==> config.mk <==
export PLATFORM = sky130hd
export DESIGN_NAME = spi_rom_responder
export DESIGN_NICKNAME = d
export VERILOG_FILES = /design/src/rtl/spi_rom_responder.sv
export SDC_FILE = /design/constraint.sdc
export NUM_CORES = 1
export LEC_CHECK = 0
export CORE_MARGIN = 3
export CORE_UTILIZATION = 54
export CTS_CLUSTER_DIAMETER = 100
export CTS_CLUSTER_SIZE = 25
export DETAILED_ROUTE_END_ITERATION = 8
export GPL_TIMING_DRIVEN = 1
export PLACE_DENSITY = 0.79
export RECOVER_POWER = 50
export SLEW_MARGIN = 20
export SYNTH_ARGS = -nofsm -noshare
export SYNTH_HDL_FRONTEND = slang
export SYNTH_SLANG_ARGS = --single-unit
==> constraint.sdc <==
create_clock -name clk -period 2.3 [get_ports clk]
set_input_delay 0.345 -clock clk [delete_from_list [all_inputs] [get_ports clk]]
set_output_delay 0.345 -clock clk [all_outputs]
set_load 0.005 [all_outputs]
==> src/rtl/spi_rom_responder.sv <==
// SPI device-side responder: receives {cmd, addr} on MOSI, fetches one 32-bit word from a
// memory port and returns it on MISO, LSB first. SCL/MOSI are oversampled in clk.
module spi_rom_responder #(
  parameter int unsigned SYNC_STAGES = 2,
  parameter int unsigned IDLE_CYCLES = 64,
  parameter logic [7:0]  READ_CMD    = 8'h0B
) (
  input  logic        clk,
  input  logic        rst,
  input  logic        scl,
  input  logic        mosi,
  output logic        miso,
  output logic [23:0] mem_addr,
  output logic        mem_req,
  input  logic [31:0] mem_rdata,
  input  logic        mem_rvalid,
  output logic        busy,
  output logic        cmd_err,
  output logic        late_err
);

  localparam int unsigned IdleW = $clog2(IDLE_CYCLES + 1);

  typedef enum logic [2:0] {StIdle, StRx, StFetch, StTx, StDiscard} state_e;

  state_e                 state_q, state_d;
  logic [SYNC_STAGES-1:0] scl_sync_q, scl_sync_d;
  logic [SYNC_STAGES-1:0] mosi_sync_q, mosi_sync_d;
  logic                   scl_q, scl_d;
  logic [IdleW-1:0]       idle_cnt_q, idle_cnt_d;
  // Holds the first 31 request bits; the 32nd completes the word combinationally.
  logic [30:0]            rx_sr_q, rx_sr_d;
  logic [5:0]             bit_cnt_q, bit_cnt_d;
  logic [31:0]            tx_sr_q, tx_sr_d;
  logic                   tx_skip_q, tx_skip_d;
  logic                   miso_q, miso_d;
  logic [23:0]            mem_addr_q, mem_addr_d;
  logic                   mem_req_q, mem_req_d;
  logic                   cmd_err_q, cmd_err_d;
  logic                   late_err_q, late_err_d;

  logic        scl_s, mosi_s, rise, fall, idle_hit;
  logic [31:0] rx_word;

  always_comb begin
    scl_sync_d  = {scl_sync_q[SYNC_STAGES-2:0], scl};
    mosi_sync_d = {mosi_sync_q[SYNC_STAGES-2:0], mosi};
    scl_s       = scl_sync_q[SYNC_STAGES-1];
    mosi_s      = mosi_sync_q[SYNC_STAGES-1];
    scl_d       = scl_s;
    rise        = scl_s & ~scl_q;
    fall        = ~scl_s & scl_q;
    rx_word     = {rx_sr_q, mosi_s};

    if (scl_s) begin
      idle_cnt_d = '0;
    end else if (idle_cnt_q == IdleW'(IDLE_CYCLES)) begin
      idle_cnt_d = idle_cnt_q;
    end else begin
      idle_cnt_d = idle_cnt_q + IdleW'(1);
    end
    idle_hit = (idle_cnt_d == IdleW'(IDLE_CYCLES));
  end

  always_comb begin
    state_d    = state_q;
    rx_sr_d    = rx_sr_q;
    bit_cnt_d  = bit_cnt_q;
    tx_sr_d    = tx_sr_q;
    tx_skip_d  = tx_skip_q;
    miso_d     = miso_q;
    mem_addr_d = mem_addr_q;
    mem_req_d  = 1'b0;
    cmd_err_d  = 1'b0;
    late_err_d = 1'b0;

    unique case (state_q)
      StIdle: begin
        if (rise) begin
          rx_sr_d   = rx_word[30:0];
          bit_cnt_d = 6'd1;
          state_d   = StRx;
        end
      end
      StRx: begin
        if (rise) begin
          rx_sr_d   = rx_word[30:0];
          bit_cnt_d = bit_cnt_q + 6'd1;
          if (bit_cnt_q == 6'd31) begin
            if (rx_word[31:24] == READ_CMD) begin
              mem_addr_d = rx_word[23:0];
              mem_req_d  = 1'b1;
              state_d    = StFetch;
            end else begin
              cmd_err_d = 1'b1;
              state_d   = StDiscard;
            end
          end
        end
      end
      StFetch: begin
        if (mem_rvalid) begin
          tx_sr_d   = mem_rdata;
          miso_d    = mem_rdata[0];
          bit_cnt_d = '0;
          // A fall in this same cycle is the end of the 32nd bit and is already consumed.
          tx_skip_d = ~fall;
          state_d   = StTx;
        end else if (fall) begin
          late_err_d = 1'b1;
          state_d    = StDiscard;
        end
      end
      StTx: begin
        if (fall) begin
          if (tx_skip_q) begin
            tx_skip_d = 1'b0;
          end else if (bit_cnt_q != 6'd31) begin
            tx_sr_d   = tx_sr_q >> 1;
            miso_d    = tx_sr_q[1];
            bit_cnt_d = bit_cnt_q + 6'd1;
          end
        end
      end
      StDiscard: miso_d = 1'b0;
      default:   state_d = StIdle;
    endcase

    if (idle_hit && (state_q != StIdle)) begin
      state_d   = StIdle;
      miso_d    = 1'b0;
      bit_cnt_d = '0;
    end
  end

  always_ff @(posedge clk) begin
    if (rst) begin
      state_q     <= StIdle;
      scl_sync_q  <= '0;
      mosi_sync_q <= '0;
      scl_q       <= 1'b0;
      idle_cnt_q  <= '0;
      rx_sr_q     <= '0;
      bit_cnt_q   <= '0;
      tx_sr_q     <= '0;
      tx_skip_q   <= 1'b0;
      miso_q      <= 1'b0;
      mem_addr_q  <= '0;
      mem_req_q   <= 1'b0;
      cmd_err_q   <= 1'b0;
      late_err_q  <= 1'b0;
    end else begin
      state_q     <= state_d;
      scl_sync_q  <= scl_sync_d;
      mosi_sync_q <= mosi_sync_d;
      scl_q       <= scl_d;
      idle_cnt_q  <= idle_cnt_d;
      rx_sr_q     <= rx_sr_d;
      bit_cnt_q   <= bit_cnt_d;
      tx_sr_q     <= tx_sr_d;
      tx_skip_q   <= tx_skip_d;
      miso_q      <= miso_d;
      mem_addr_q  <= mem_addr_d;
      mem_req_q   <= mem_req_d;
      cmd_err_q   <= cmd_err_d;
      late_err_q  <= late_err_d;
    end
  end

  assign miso     = miso_q;
  assign mem_addr = mem_addr_q;
  assign mem_req  = mem_req_q;
  assign cmd_err  = cmd_err_q;
  assign late_err = late_err_q;
  assign busy     = (state_q != StIdle);

endmodule

==> flow_summary.yaml <==
timing:
  fin_crit_sh: 0.928
  finalSetupTns_ps: 0
  fin_worst_skew_ps: 12.8
  tightest_slew_ps: 1170
  setup_violations: 0
  period_minus_slack_ps: 2130
  relSlewSlack: 0.217
  max_freq_mhz: 469
  rsz0062_at_grt: "no"
  drv_slew: 0
  finalHoldViolCount: 0
clocking:
  clk_pin_slew_ps: 100
  cts_buffers: 9
  cts.sinks: 112
  clockBufferDepth: 2
  cts_max_level: 3
  cts_tree: "yes"
  cts_root_buf: "clkbuf_8"
  post_cts.repair.setup_buffers: 0
  ctsHoldBuffers: 0
  cts_resized: 0
  clk_latency_ps: 380
final_layout:
  layout_commonest_cell: "dfxtp_1"
  fillCellCount: 691
  antenna_cells: 0
  nNetsFinal: 640
  fin_cells: 709
  area_growth_pct: 20.6
  final_cell_mix: "dfxtp_1, nand2_1, nor2_1"
  drive_above_1_share: 0.0596
detailed_routing:
  drtPass1Iterations: 4
  routedWlPerCell_um: 13.7
  drt_iter0_markers: 287
  num_vias: 3923
  finalWirelength_um: 9730
  avgViaCountPerCell: 5.53
  drtAntennaViolNets: 0
  drc_errors: 0
synth:
  yosys_warnings: 0
  postSynthAreaPerCell_um2: 8.33
  yosys.area_share.simple: 0.253
  synth_fa_ha_area_frac: 0.00817
  synth_area_leaders: "dfxtp_1, nand2_1, a311oi_1"
  synth_top_family_by_area: "simple AND/OR/NAND/NOR gates"
  synth_seq_cells: 112
  syn_inst: 552
  synth_area_um2: 4600
  async_flop_share: 0
  yosysSeqAreaShare: 0.488
  synth_top_cell_by_area: "dfxtp_1"
  synthMuxAreaShare: 0.0566
  synth_cell_types: 47
  synth-edff-count: 0
  synth-xor-area-share: 0.0114
  synth_compound_area_frac: 0.141
  yosys.area.top_type_share: 0.488
  syn-num-nets: 592
  ys.flop_type: "dfxtp_1"
die:
  rows: 33
  dieWidth_um: 98.3
  die_h_um: 98.3
  io_pins: 66
  start_util: 0.557
  core_um2: 8260
  dieArea_um2: 9650
global_route:
  grt_pass1_wl_um: 17000
  grt_pass1_vias: 3731
  grt_max_degree: 64
  track_usage: 0.209
  antenna_found_initial: 0
  grt_overflow_total: 0
worst_setup_path:
  r2r_start: "bit_cnt_q[0]"
  path_depth: 7
  path_class: "flop to flop"
  r2r_end: "tx_sr_q[2]"
  worstSetupEndpoint: "tx_sr_q[2]"
  crit_slowest_cell: "dfxtp_1"
  crit_chain: "ha_1 > and3_1 > a211oi_1 > o21a_2 > buf_4 > nor2_1 > a311oi_1"
  cp_num_buf_inv: 1
  worstRegToRegCells: 7
  required_ps: 2580
  cp-start-kind: "flop"
  cp_top_family: "compound AO/OA/AOI/OAI gates"
  arrival_ps: 2410
  slowest_delay_ps: 350
  worst-path-max-fanout: 16
  startpoint: "bit_cnt_q[0]"
  r2r_slack_ps: 170
  critPathCaptureType: "flop"
pwr:
  leakagePower_nw: 1.94
  powerDensity_nw_per_um2: 605
  vdd_drop_max_uv: 429
placement:
  placedCellCount: 694
  portBuffers: 65
  dp_hpwl_um: 6410
  gp_congestion: 0.891
worst_hold_path:
  min_path_type: "flop to flop"
  worstHoldPathCells: 1
outcome:
  outcome: "completed"
job:
  cap_violations: 0
-- registers in the layout, summed over array words and instances (netlist names) --
name / cells
bit_cnt_q: 6
scl_q: 1
state_q: 3
mem_addr: 24
tx_sr_q: 31
idle_cnt_q: 7
late_err: 1
miso: 1
mem_req: 1
scl_sync_q: 2
cmd_err: 1
tx_skip_q: 1
rx_sr_q: 31
mosi_sync_q: 2
-- per-stage QoR --
| stage | instance area [µm²] | setup WS [ps] | hold slack, ps | total power (W) | util |
|---|---|---|---|---|---|
| 2_1_floorplan | 4600 | 270 | 414 | 0.00210 | - |
| 3_3_place_gp | 5360 | 245 | 419 | 0.00219 | 0.649 |
| 3_5_place_dp | 5360 | 152 | 431 | 0.00219 | 0.649 |
| 4_1_cts | 5570 | 186 | 457 | 0.00338 | 0.674 |
| 5_1_grt | 5540 | 7.57 | 479 | 0.00347 | 0.671 |
| 6_report | 5540 | 166 | 453 | 0.00335 | 0.671 |
-- synthesized netlist by cell type (2+ instances only) --
| cell | instances |
|---|---|
| ha_1 | 3 |
| buf_4 | 2 |
| buf_1 | 2 |
| inv_1 | 5 |
| nand2b_1 | 4 |
| clkbuf_1 | 35 |
| or4_1 | 4 |
| nand3b_1 | 3 |
| a21oi_1 | 46 |
| a31oi_1 | 3 |
| dfxtp_1 | 112 |
| nand4_1 | 2 |
| o22ai_1 | 2 |
| mux2i_1 | 26 |
| o221ai_1 | 2 |
| nand3_1 | 39 |
| or3_1 | 3 |
| and2_1 | 2 |
| nor2b_1 | 11 |
| xnor2_1 | 3 |
| o21ai_0 | 6 |
| nor2_1 | 70 |
| buf_2 | 4 |
| and3_1 | 2 |
| nand2_1 | 105 |
| xor2_1 | 3 |
| a311oi_1 | 30 |
| nor3_1 | 4 |
-- per-layer routing --
layer / track usage / wire [µm]
met3: 0.0621 / 409
met4: 0.0609 / 185
met2: 0.350 / 4760
met5: 0 / 0
met1: 0.262 / 4370
-- logic make-up (layout without fill, tap and decap cells) --
kind of cell,after synthesis,after routing
flops,112,112
buf+inv,48,100
xor+xnor,6,6
compound gates,97,97
simple gates,260,260
mux,26,26
fa+ha+maj,3,3
-- worst min-delay path by stage --
stage          slack [ps]           start              to
2_1_floorplan         410  mosi_sync_q[0]  mosi_sync_q[1]
3_3_place_gp          420  mosi_sync_q[0]  mosi_sync_q[1]
3_5_place_dp          430  mosi_sync_q[0]  mosi_sync_q[1]
4_1_cts               460  mosi_sync_q[0]  mosi_sync_q[1]
5_1_grt               480   scl_sync_q[0]   scl_sync_q[1]
6_report              450  mosi_sync_q[0]  mosi_sync_q[1]
-- area by class of cell --
type | instances | area [µm²] | area share
tap | 105 | 131 | 0.0237
inverter | 5 | 18.8 | 0.00339
clock inverter | 6 | 80.1 | 0.0144
multi-input combinational | 392 | 2170 | 0.392
sequential | 112 | 2240 | 0.404
clock buffer | 9 | 124 | 0.0223
timing repair buffer | 80 | 774 | 0.140
-- where the power goes --
part	internal [W]	switching (W)
registers	0.00195	0.0000147
logic	0.0000882	0.0000945
clock network	0.000519	0.000689
(Power assumes the default switching activity.)
